File: src/rtl/ex_mem_if.sv
// ex_mem_if -- EX -> EX/MEM -> MEM bus.
//
// Carries the pipeline control (stall, flush), the EX-side result bundle
// (ex_*), the multiply-accumulate feedback pair (hilo_i/cnt_i in, hilo_o/cnt_o
// out) and the registered MEM-side bundle (mem_*, mem_valid).
//   master : the EX/ctrl side; drives control and ex_*, observes mem_* and feedback.
//   slave  : the EX/MEM pipeline register (ex_mem).
interface ex_mem_if #(
  parameter int DATA_W = 32,
  parameter int ADDR_W = 5
);
  // control from ctrl
  logic [5:0]          stall;
  logic                flush;
  // EX-side payload
  logic [ADDR_W-1:0]   ex_wd;
  logic                ex_wreg;
  logic [DATA_W-1:0]   ex_wdata;
  logic                ex_whi;
  logic                ex_wlo;
  logic [DATA_W-1:0]   ex_hi;
  logic [DATA_W-1:0]   ex_lo;
  // madd/msub state travelling EX -> reg -> EX
  logic [2*DATA_W-1:0] hilo_i;
  logic [1:0]          cnt_i;
  logic [2*DATA_W-1:0] hilo_o;
  logic [1:0]          cnt_o;
  // MEM-side payload
  logic [ADDR_W-1:0]   mem_wd;
  logic                mem_wreg;
  logic [DATA_W-1:0]   mem_wdata;
  logic                mem_whi;
  logic                mem_wlo;
  logic [DATA_W-1:0]   mem_hi;
  logic [DATA_W-1:0]   mem_lo;
  logic                mem_valid;

  modport master (
    output stall, flush,
    output ex_wd, ex_wreg, ex_wdata, ex_whi, ex_wlo, ex_hi, ex_lo,
    output hilo_i, cnt_i,
    input  hilo_o, cnt_o,
    input  mem_wd, mem_wreg, mem_wdata, mem_whi, mem_wlo, mem_hi, mem_lo,
    input  mem_valid
  );

  modport slave (
    input  stall, flush,
    input  ex_wd, ex_wreg, ex_wdata, ex_whi, ex_wlo, ex_hi, ex_lo,
    input  hilo_i, cnt_i,
    output hilo_o, cnt_o,
    output mem_wd, mem_wreg, mem_wdata, mem_whi, mem_wlo, mem_hi, mem_lo,
    output mem_valid
  );
endinterface

File: src/rtl/ex_mem.sv
// ex_mem -- EX/MEM pipeline register.
//
// Registers the EX result bundle toward MEM with one clock of latency and
// carries the multiply-accumulate partial product / cycle count back to EX
// across stalls. Every output is a flop; no input reaches an output
// combinationally.
//
// Ports:
//   clk  : single clock, rising edge.
//   rst  : synchronous active-high reset; zeroes every output.
//   bus  : ex_mem_if.slave -- stall/flush, ex_* in, mem_* out,
//          hilo_i/cnt_i in, hilo_o/cnt_o out.
//
// Per-edge priority: rst > flush > bubble > hold > advance.
//   bubble  (stall[3]=1, stall[4]=0): MEM gets a zeroed, invalid slot.
//   hold    (stall[3]=1, stall[4]=1): MEM payload frozen.
//   advance (stall[3]=0)            : MEM payload loads ex_*.
// While EX is stopped (bubble or hold) the madd/msub state is re-captured
// each cycle so the sequence survives the stall; an advance retires the
// instruction and therefore clears it.
module ex_mem #(
  parameter int DATA_W = 32,
  parameter int ADDR_W = 5
) (
  input  logic  clk,
  input  logic  rst,
  ex_mem_if.slave bus
);

  typedef struct packed {
    logic [ADDR_W-1:0] wd;
    logic              wreg;
    logic [DATA_W-1:0] wdata;
    logic              whi;
    logic              wlo;
    logic [DATA_W-1:0] hi;
    logic [DATA_W-1:0] lo;
  } stage_t;

  typedef enum logic [1:0] {
    ADVANCE = 2'd0,
    HOLD    = 2'd1,
    BUBBLE  = 2'd2,
    FLUSH   = 2'd3
  } op_e;

  stage_t              stage_q, stage_d, ex_stage;
  logic                valid_q, valid_d;
  logic [2*DATA_W-1:0] hilo_q,  hilo_d;
  logic [1:0]          cnt_q,   cnt_d;
  op_e                 op;

  // Only the EX/MEM stop (bit 3) and the MEM stop (bit 4) matter here.
  logic unused_stall;
  assign unused_stall = ^{bus.stall[5], bus.stall[2:0]};

  assign ex_stage = '{wd:    bus.ex_wd,
                      wreg:  bus.ex_wreg,
                      wdata: bus.ex_wdata,
                      whi:   bus.ex_whi,
                      wlo:   bus.ex_wlo,
                      hi:    bus.ex_hi,
                      lo:    bus.ex_lo};

  // Decode the update kind. stall[3]=0 with stall[4]=1 cannot come from
  // ctrl; it falls through to ADVANCE.
  always_comb begin
    op = ADVANCE;
    if (bus.flush)                        op = FLUSH;
    else if (bus.stall[3] && !bus.stall[4]) op = BUBBLE;
    else if (bus.stall[3])                op = HOLD;
  end

  always_comb begin
    stage_d = stage_q;
    valid_d = valid_q;
    hilo_d  = hilo_q;
    cnt_d   = cnt_q;
    unique case (op)
      FLUSH: begin
        stage_d = '0;
        valid_d = 1'b0;
        hilo_d  = '0;
        cnt_d   = '0;
      end
      BUBBLE: begin
        stage_d = '0;
        valid_d = 1'b0;
        hilo_d  = bus.hilo_i;
        cnt_d   = bus.cnt_i;
      end
      HOLD: begin
        hilo_d  = bus.hilo_i;
        cnt_d   = bus.cnt_i;
      end
      default: begin
        // wreg with wd=0 is passed as-is; r0 suppression lives in the regfile.
        stage_d = ex_stage;
        valid_d = 1'b1;
        hilo_d  = '0;
        cnt_d   = '0;
      end
    endcase
  end

  // Reset wins over everything, so a pending madd/msub partial product is
  // dropped without ever reaching mem_whi/mem_wlo.
  always_ff @(posedge clk) begin
    if (rst) begin
      stage_q <= '0;
      valid_q <= 1'b0;
      hilo_q  <= '0;
      cnt_q   <= '0;
    end else begin
      stage_q <= stage_d;
      valid_q <= valid_d;
      hilo_q  <= hilo_d;
      cnt_q   <= cnt_d;
    end
  end

  assign bus.mem_wd    = stage_q.wd;
  assign bus.mem_wreg  = stage_q.wreg;
  assign bus.mem_wdata = stage_q.wdata;
  assign bus.mem_whi   = stage_q.whi;
  assign bus.mem_wlo   = stage_q.wlo;
  assign bus.mem_hi    = stage_q.hi;
  assign bus.mem_lo    = stage_q.lo;
  assign bus.mem_valid = valid_q;
  assign bus.hilo_o    = hilo_q;
  assign bus.cnt_o     = cnt_q;

endmodule

File: src/flat_wrapper.sv
// flat-port wrapper written by rule: the top's interface ports become plain ports
module ex_mem_flat 
#(
  parameter int DATA_W = 32,
  parameter int ADDR_W = 5
)
  (clk, rst, bus_stall, bus_flush, bus_ex_wd, bus_ex_wreg, bus_ex_wdata, bus_ex_whi, bus_ex_wlo, bus_ex_hi, bus_ex_lo, bus_hilo_i, bus_cnt_i, bus_hilo_o, bus_cnt_o, bus_mem_wd, bus_mem_wreg, bus_mem_wdata, bus_mem_whi, bus_mem_wlo, bus_mem_hi, bus_mem_lo, bus_mem_valid);
  ex_mem_if #(.DATA_W(DATA_W), .ADDR_W(ADDR_W)) bus_i ();
  input  logic clk;
  input  logic rst;
  input wire logic [$bits(bus_i.stall)-1:0] bus_stall;
  input wire logic [$bits(bus_i.flush)-1:0] bus_flush;
  input wire logic [$bits(bus_i.ex_wd)-1:0] bus_ex_wd;
  input wire logic [$bits(bus_i.ex_wreg)-1:0] bus_ex_wreg;
  input wire logic [$bits(bus_i.ex_wdata)-1:0] bus_ex_wdata;
  input wire logic [$bits(bus_i.ex_whi)-1:0] bus_ex_whi;
  input wire logic [$bits(bus_i.ex_wlo)-1:0] bus_ex_wlo;
  input wire logic [$bits(bus_i.ex_hi)-1:0] bus_ex_hi;
  input wire logic [$bits(bus_i.ex_lo)-1:0] bus_ex_lo;
  input wire logic [$bits(bus_i.hilo_i)-1:0] bus_hilo_i;
  input wire logic [$bits(bus_i.cnt_i)-1:0] bus_cnt_i;
  output wire logic [$bits(bus_i.hilo_o)-1:0] bus_hilo_o;
  output wire logic [$bits(bus_i.cnt_o)-1:0] bus_cnt_o;
  output wire logic [$bits(bus_i.mem_wd)-1:0] bus_mem_wd;
  output wire logic [$bits(bus_i.mem_wreg)-1:0] bus_mem_wreg;
  output wire logic [$bits(bus_i.mem_wdata)-1:0] bus_mem_wdata;
  output wire logic [$bits(bus_i.mem_whi)-1:0] bus_mem_whi;
  output wire logic [$bits(bus_i.mem_wlo)-1:0] bus_mem_wlo;
  output wire logic [$bits(bus_i.mem_hi)-1:0] bus_mem_hi;
  output wire logic [$bits(bus_i.mem_lo)-1:0] bus_mem_lo;
  output wire logic [$bits(bus_i.mem_valid)-1:0] bus_mem_valid;
  assign bus_i.stall = bus_stall;
  assign bus_i.flush = bus_flush;
  assign bus_i.ex_wd = bus_ex_wd;
  assign bus_i.ex_wreg = bus_ex_wreg;
  assign bus_i.ex_wdata = bus_ex_wdata;
  assign bus_i.ex_whi = bus_ex_whi;
  assign bus_i.ex_wlo = bus_ex_wlo;
  assign bus_i.ex_hi = bus_ex_hi;
  assign bus_i.ex_lo = bus_ex_lo;
  assign bus_i.hilo_i = bus_hilo_i;
  assign bus_i.cnt_i = bus_cnt_i;
  assign bus_hilo_o = bus_i.hilo_o;
  assign bus_cnt_o = bus_i.cnt_o;
  assign bus_mem_wd = bus_i.mem_wd;
  assign bus_mem_wreg = bus_i.mem_wreg;
  assign bus_mem_wdata = bus_i.mem_wdata;
  assign bus_mem_whi = bus_i.mem_whi;
  assign bus_mem_wlo = bus_i.mem_wlo;
  assign bus_mem_hi = bus_i.mem_hi;
  assign bus_mem_lo = bus_i.mem_lo;
  assign bus_mem_valid = bus_i.mem_valid;
  ex_mem #(.DATA_W(DATA_W), .ADDR_W(ADDR_W)) u_core (.clk(clk), .rst(rst), .bus(bus_i));
endmodule
File: config.mk
export PLATFORM = sky130hd
export DESIGN_NAME = ex_mem_flat
export DESIGN_NICKNAME = d
export VERILOG_FILES = /design/src/rtl/ex_mem_if.sv /design/src/rtl/ex_mem.sv /design/src/flat_wrapper.sv
export SDC_FILE = /design/constraint.sdc
export NUM_CORES = 1
export LEC_CHECK = 0
export ABC_AREA = 1
export BUFFER_PORTS_ARGS = -buffer_cell sky130_fd_sc_hd__buf_2
export CAP_MARGIN = 20
export CORE_ASPECT_RATIO = 0.5
export CORE_MARGIN = 1.5
export CORE_UTILIZATION = 44
export DETAILED_ROUTE_END_ITERATION = 6
export PLACE_DENSITY = 0.8
export SYNTH_ARGS = -nofsm -noshare
export SYNTH_HDL_FRONTEND = slang
export SYNTH_SLANG_ARGS = --single-unit
File: constraint.sdc
create_clock -name clk -period 2 [get_ports clk]
set_input_delay 0.4 -clock clk [delete_from_list [all_inputs] [get_ports clk]]
set_output_delay 0.4 -clock clk [all_outputs]
set_load 0.01 [all_outputs]
# Word level (Yosys, flattened, before mapping)
# Cells that the tools add are included.
# op_classes
eq_ne	3
mux	5
bitwise_logic	1
n_reduce_logical	5
# ops
operator	n
one-hot mux 104 bit (2 select lines)	1
OR reduction 2 bit	3
== test 2 bit, second input constant	2
two-way mux 2 bit	2
== test 2 x 1 -> 1 bit, second input constant	1
one-hot mux 1 bit (2 select lines)	1
logical AND 1 bit	1
logical NOT 1 bit	1
two-way mux 1 bit	1
inverter 1 bit	1
# word_totals
reg_bits	171
in_bits	179
out_inout_bits	171
word_cells	24

# Longest topological paths before layout
# depth
ltp_word	8
depth_mapped	11
mapped_depth_nobuf	6

# Worst setup path after synthesis
# OpenSTA, ideal clock, no wires.
# synth_timing
path_kind	input -> register
start	in bus_flush
end	reg u_core.cnt_q[0], in the netlist u_core.bus.cnt_o[0]
t_arrival_ns	1.792
setup_slack_ns	0.147
path_stages	9
path_buffers	4
cell_sequence	clkinv_1 > buf_2 > buf_2 > nand2_1 > ha_1 > or2_4 > buf_6 > buf_8 > nor2_4
# synth_between
elab_chain_len	5
word_cells_on_any_way	6
cone_classes	eq/ne (2); mux (1); bitwise (1); reduce/logical (2)
# synth_rtl
item	line	source
start: declaration	flat_wrapper.sv:12	input wire logic [$bits(bus_i.flush)-1:0] bus_flush;
two-way mux 2 bit (*)	ex_mem.sv:69	if (bus.flush) op = FLUSH;
== test 2 bit / == test 2 x 1 -> 1 bit (equally long branches)	ex_mem.sv:79	unique case (op)
OR reduction 2 bit (no source line) (*)	--	
inverter 1 bit (no source line) (*)	--	
OR reduction 2 bit (no source line) (*)	--	
end signal: assignment	ex_mem.sv:118	cnt_q <= cnt_d;
end: declaration	ex_mem.sv:50	logic [1:0] cnt_q, cnt_d;
# Mark *: on every way between the ends. The rest lies on a longest branch, timed or not.
# A chain may end at the register's enable or synchronous reset.

# Final worst setup path
# layout_timing
start	in bus_stall[4]
end	reg u_core.hilo_q[4], in the netlist u_core.bus.hilo_o[4]
# layout_between
elab_chain_len	8
word_cells_on_any_way	9
cone_classes	eq/ne (2); mux (2); bitwise (1); reduce/logical (4)
# layout_rtl
item	line	source
start: declaration	flat_wrapper.sv:11	input wire logic [$bits(bus_i.stall)-1:0] bus_stall;
logical NOT 1 bit (*)	ex_mem.sv:70	else if (bus.stall[3] && !bus.stall[4]) op = BUBBLE;
logical AND 1 bit (*)	ex_mem.sv:70	
two-way mux 2 bit (*)	ex_mem.sv:70	
two-way mux 2 bit (*)	ex_mem.sv:69	
== test 2 bit / == test 2 x 1 -> 1 bit (equally long branches)	ex_mem.sv:79	
OR reduction 2 bit (no source line) (*)	--	
inverter 1 bit (no source line) (*)	--	
OR reduction 2 bit (no source line) (*)	--	
end signal: assignment	ex_mem.sv:117	hilo_q <= hilo_d;
end: declaration	ex_mem.sv:49	logic [2*DATA_W-1:0] hilo_q, hilo_d;
# Marks and branches as above.

==> reports/metrics.cfg <==
[run_status]
status = completed

[worst_hold_path]
hp-start = bus_hilo_i[63]
hold_path_class = input port to flip-flop
holdPathEnd = u_core.bus.hilo_o[63]$_SDFF_PP0_
min_path_cells = 3

[power]
power_frac_seq_pct = 45.6
power_w = 0.00795
ir_worst_vdd_uv = 527
swShare_pct = 26.9
p_comb_share_pct = 12.3
internal_power_w = 0.00581
cellLeakagePower_nw = 4.25
p_clk_share_pct = 42.0
power_density_mw_per_mm2 = 921
switchingPower_w = 0.00214

[timing]
fmax_mhz = 679
slew_violations = 0
hold_viol = 0
fin_skew_ns = 0
worstMarginPinSlew_ns = 0.461
min_period_over_period_pct = 73.7
setup-tns-final_ns = 0
max-slew-margin-rel_pct = 69.2
rsz0062_at_grt = no
period_needed_ns = 1.47
setup_viol = 0

[worst_setup_path]
crit_path_max_incr_delay_ns = 0.39
cp.arrival_ns = 1.81
path_cells = buf_2, inv_1, a21oi_1, ha_4, or2_4, buf_12, nor2_1
critPathKind = input port to flip-flop
reg2reg_slack_ns = 1.35
cp_slowest_cell = or2_4
endpoint_kind = flip-flop
rr_endpoint = u_core.bus.mem_lo[13]$_SDFFE_PP0P_
start_kind = input port
reg2reg_depth = 2
worstPathMaxFanout = 26
critical_path_required_ns = 2.34
rr_startpoint = u_core.bus.mem_lo[13]$_SDFFE_PP0P_

[synthesis]
synthCells = 691
yosysTopAreaCellShare_pct = 55.5
ys_ff_latch = 171
synth_common_cells = 171 x dfxtp_1, 109 x nand2_1, 106 x a21oi_1
ys_seq_area_share_pct = 55.5
syn-num-nets = 871
synth_flop_cell = dfxtp_1
syn_avg_cell_area_um2 = 8.92
yosys-top-cells-area = dfxtp_1 56%, nand4_1 11%, a21oi_1 8.6%
synth.distinct_cells = 18
yosysTopAreaCell = dfxtp_1
synth_area_mm2 = 0.00617
synth-edff-count = 0
synth-warning-count = 0
synth.most_common_cell = dfxtp_1
async_reset_ff_share_pct = 0

[clock_network]
cts-root-buf = clkbuf_16
post_cts_buffers = 0
path_clk_slew_ns = 0.08
numCtsBuffers = 17
holdBufCountCts = 0
htreeDepth = 4
cts-resized-gates = 0
clk_path_buf_depth = 2
cts_tree = built
cts_sinks = 171
clk-insertion-delay-late_ns = 0.40

[die]
start_util_pct = 45.3
core-area_mm2 = 0.0136
ioPinCount = 350
die_w_um = 170
die_h_um = 86.7
dieArea_mm2 = 0.0148
row_count = 30

[grt]
grt_max_degree = 106
grt_pass1_vias = 5365
antenna_found_initial = 1
track_usage_pct = 22.5
grt_overflow = 0
grt_pass1_wl_um = 26100

[drt]
drtPass1Iterations = 4
vias = 5853
via_per_inst = 4.83
drcViolationCount = 0
wl_per_cell_um = 14.4
first_iter_violations = 323
ant_nets = 0
drt_wl_total_um = 17500

[run]
cap_violations = 0

[place]
io_buffers = 345
gp_congestion = 0.754
dpl.hpwl_um = 12200

[finish]
drive_gt1_share_pct = 42.9
fin_util_pct = 63.4
num_antenna_cells = 0
syn_to_final_growth_pct = 40.0
fin_nets = 1187

critical path: cells and delay by family:
family	cells	cell delay, ns
simple gates	2	0.48
buf+inv	3	0.39
fa+ha+maj	1	0.25
compound gates	1	0.28
power by group through the flow:
stage                     sequential (W)  combinational, W  clock (W)
after CTS                        0.00363          0.000988    0.00342
after global routing             0.00365           0.00107    0.00358
after global placement           0.00370          0.000963          0
after detailed placement         0.00371          0.000985          0
after floorplan                  0.00379          0.000457          0
final                            0.00363          0.000981    0.00334
cell families (layout without fill, tap and decap cells):
group	Yosys count	count (layout)	synth area share [%]
and+or+nand+nor	280	280	25.4
DFF	171	171	55.5
buffers and inverters	133	462	10.3
AOI/OAI and AO/OA	106	106	8.60
adders and majority gates	1	1	0.203
cell type report:
class | count | area [um2]
repair buffers | 361 | 1970
clock inverters | 14 | 171
flip-flops and latches | 171 | 3420
clock buffers | 18 | 439
multi-input cells | 387 | 2130
inverters | 69 | 259
well taps | 192 | 240
fillers | 1149 | 4990
placed cells by master (no fill, tap or decap), types with 7 or more instances in the layout:
master | synthesis | final
inv_1 | 67 | 67
buf_4 | 13 | 7
clkbuf_16 | 0 | 17
nand4_1 | 104 | 104
nor2_1 | 26 | 26
buf_2 | 24 | 344
nand2_1 | 109 | 108
nor2_2 | 10 | 10
buf_12 | 0 | 10
a21oi_1 | 106 | 106
nor2_4 | 30 | 30
dfxtp_1 | 171 | 171
layer usage:
layer	track usage, %	share of wire, %	up-vias
met5	0	0	-
met4	8.45	2.1	0
met3	5.75	6.1	28
met2	40.7	52	198
met1	25.9	40	2707
li1	-	-	2920
metrics by stage:
stage	cell area (um2)	hold slack (ns)	std cells	setup slack, ns
2_1_floorplan	6170	0.481	691	0.147
3_3_place_gp	8030	0.449	1180	0.174
3_5_place_dp	8030	0.452	1180	0.102
4_1_cts	8640	0.182	1212	0.528
5_1_grt	8640	0.187	1212	0.467
6_report	8640	0.195	1212	0.526
registers in the layout, indices dropped and copies added (netlist names), 2 cells and up:
| signal | cells |
|---|---|
| u_core.bus.mem_wd | 5 |
| u_core.bus.hilo_o | 64 |
| u_core.bus.mem_wdata | 32 |
| u_core.bus.mem_hi | 32 |
| u_core.bus.cnt_o | 2 |
| u_core.bus.mem_lo | 32 |
worst max-delay path by stage:
| stage | slack, ns | cells past startpoint | start | end |
|---|---|---|---|---|
| after floorplan | 0.15 | 9 | bus_flush | u_core.bus.cnt_o[0]$_SDFF_PP0_ |
| after global placement | 0.17 | 7 | bus_stall[4] | u_core.bus.hilo_o[63]$_SDFF_PP0_ |
| after detailed placement | 0.10 | 7 | bus_stall[4] | u_core.bus.hilo_o[4]$_SDFF_PP0_ |
| after CTS | 0.53 | 7 | bus_stall[4] | u_core.bus.hilo_o[4]$_SDFF_PP0_ |
| after global routing | 0.47 | 7 | bus_stall[4] | u_core.bus.hilo_o[2]$_SDFF_PP0_ |
| final | 0.53 | 7 | bus_stall[4] | u_core.bus.hilo_o[4]$_SDFF_PP0_ |
Power figures use the tool's default switching activity.
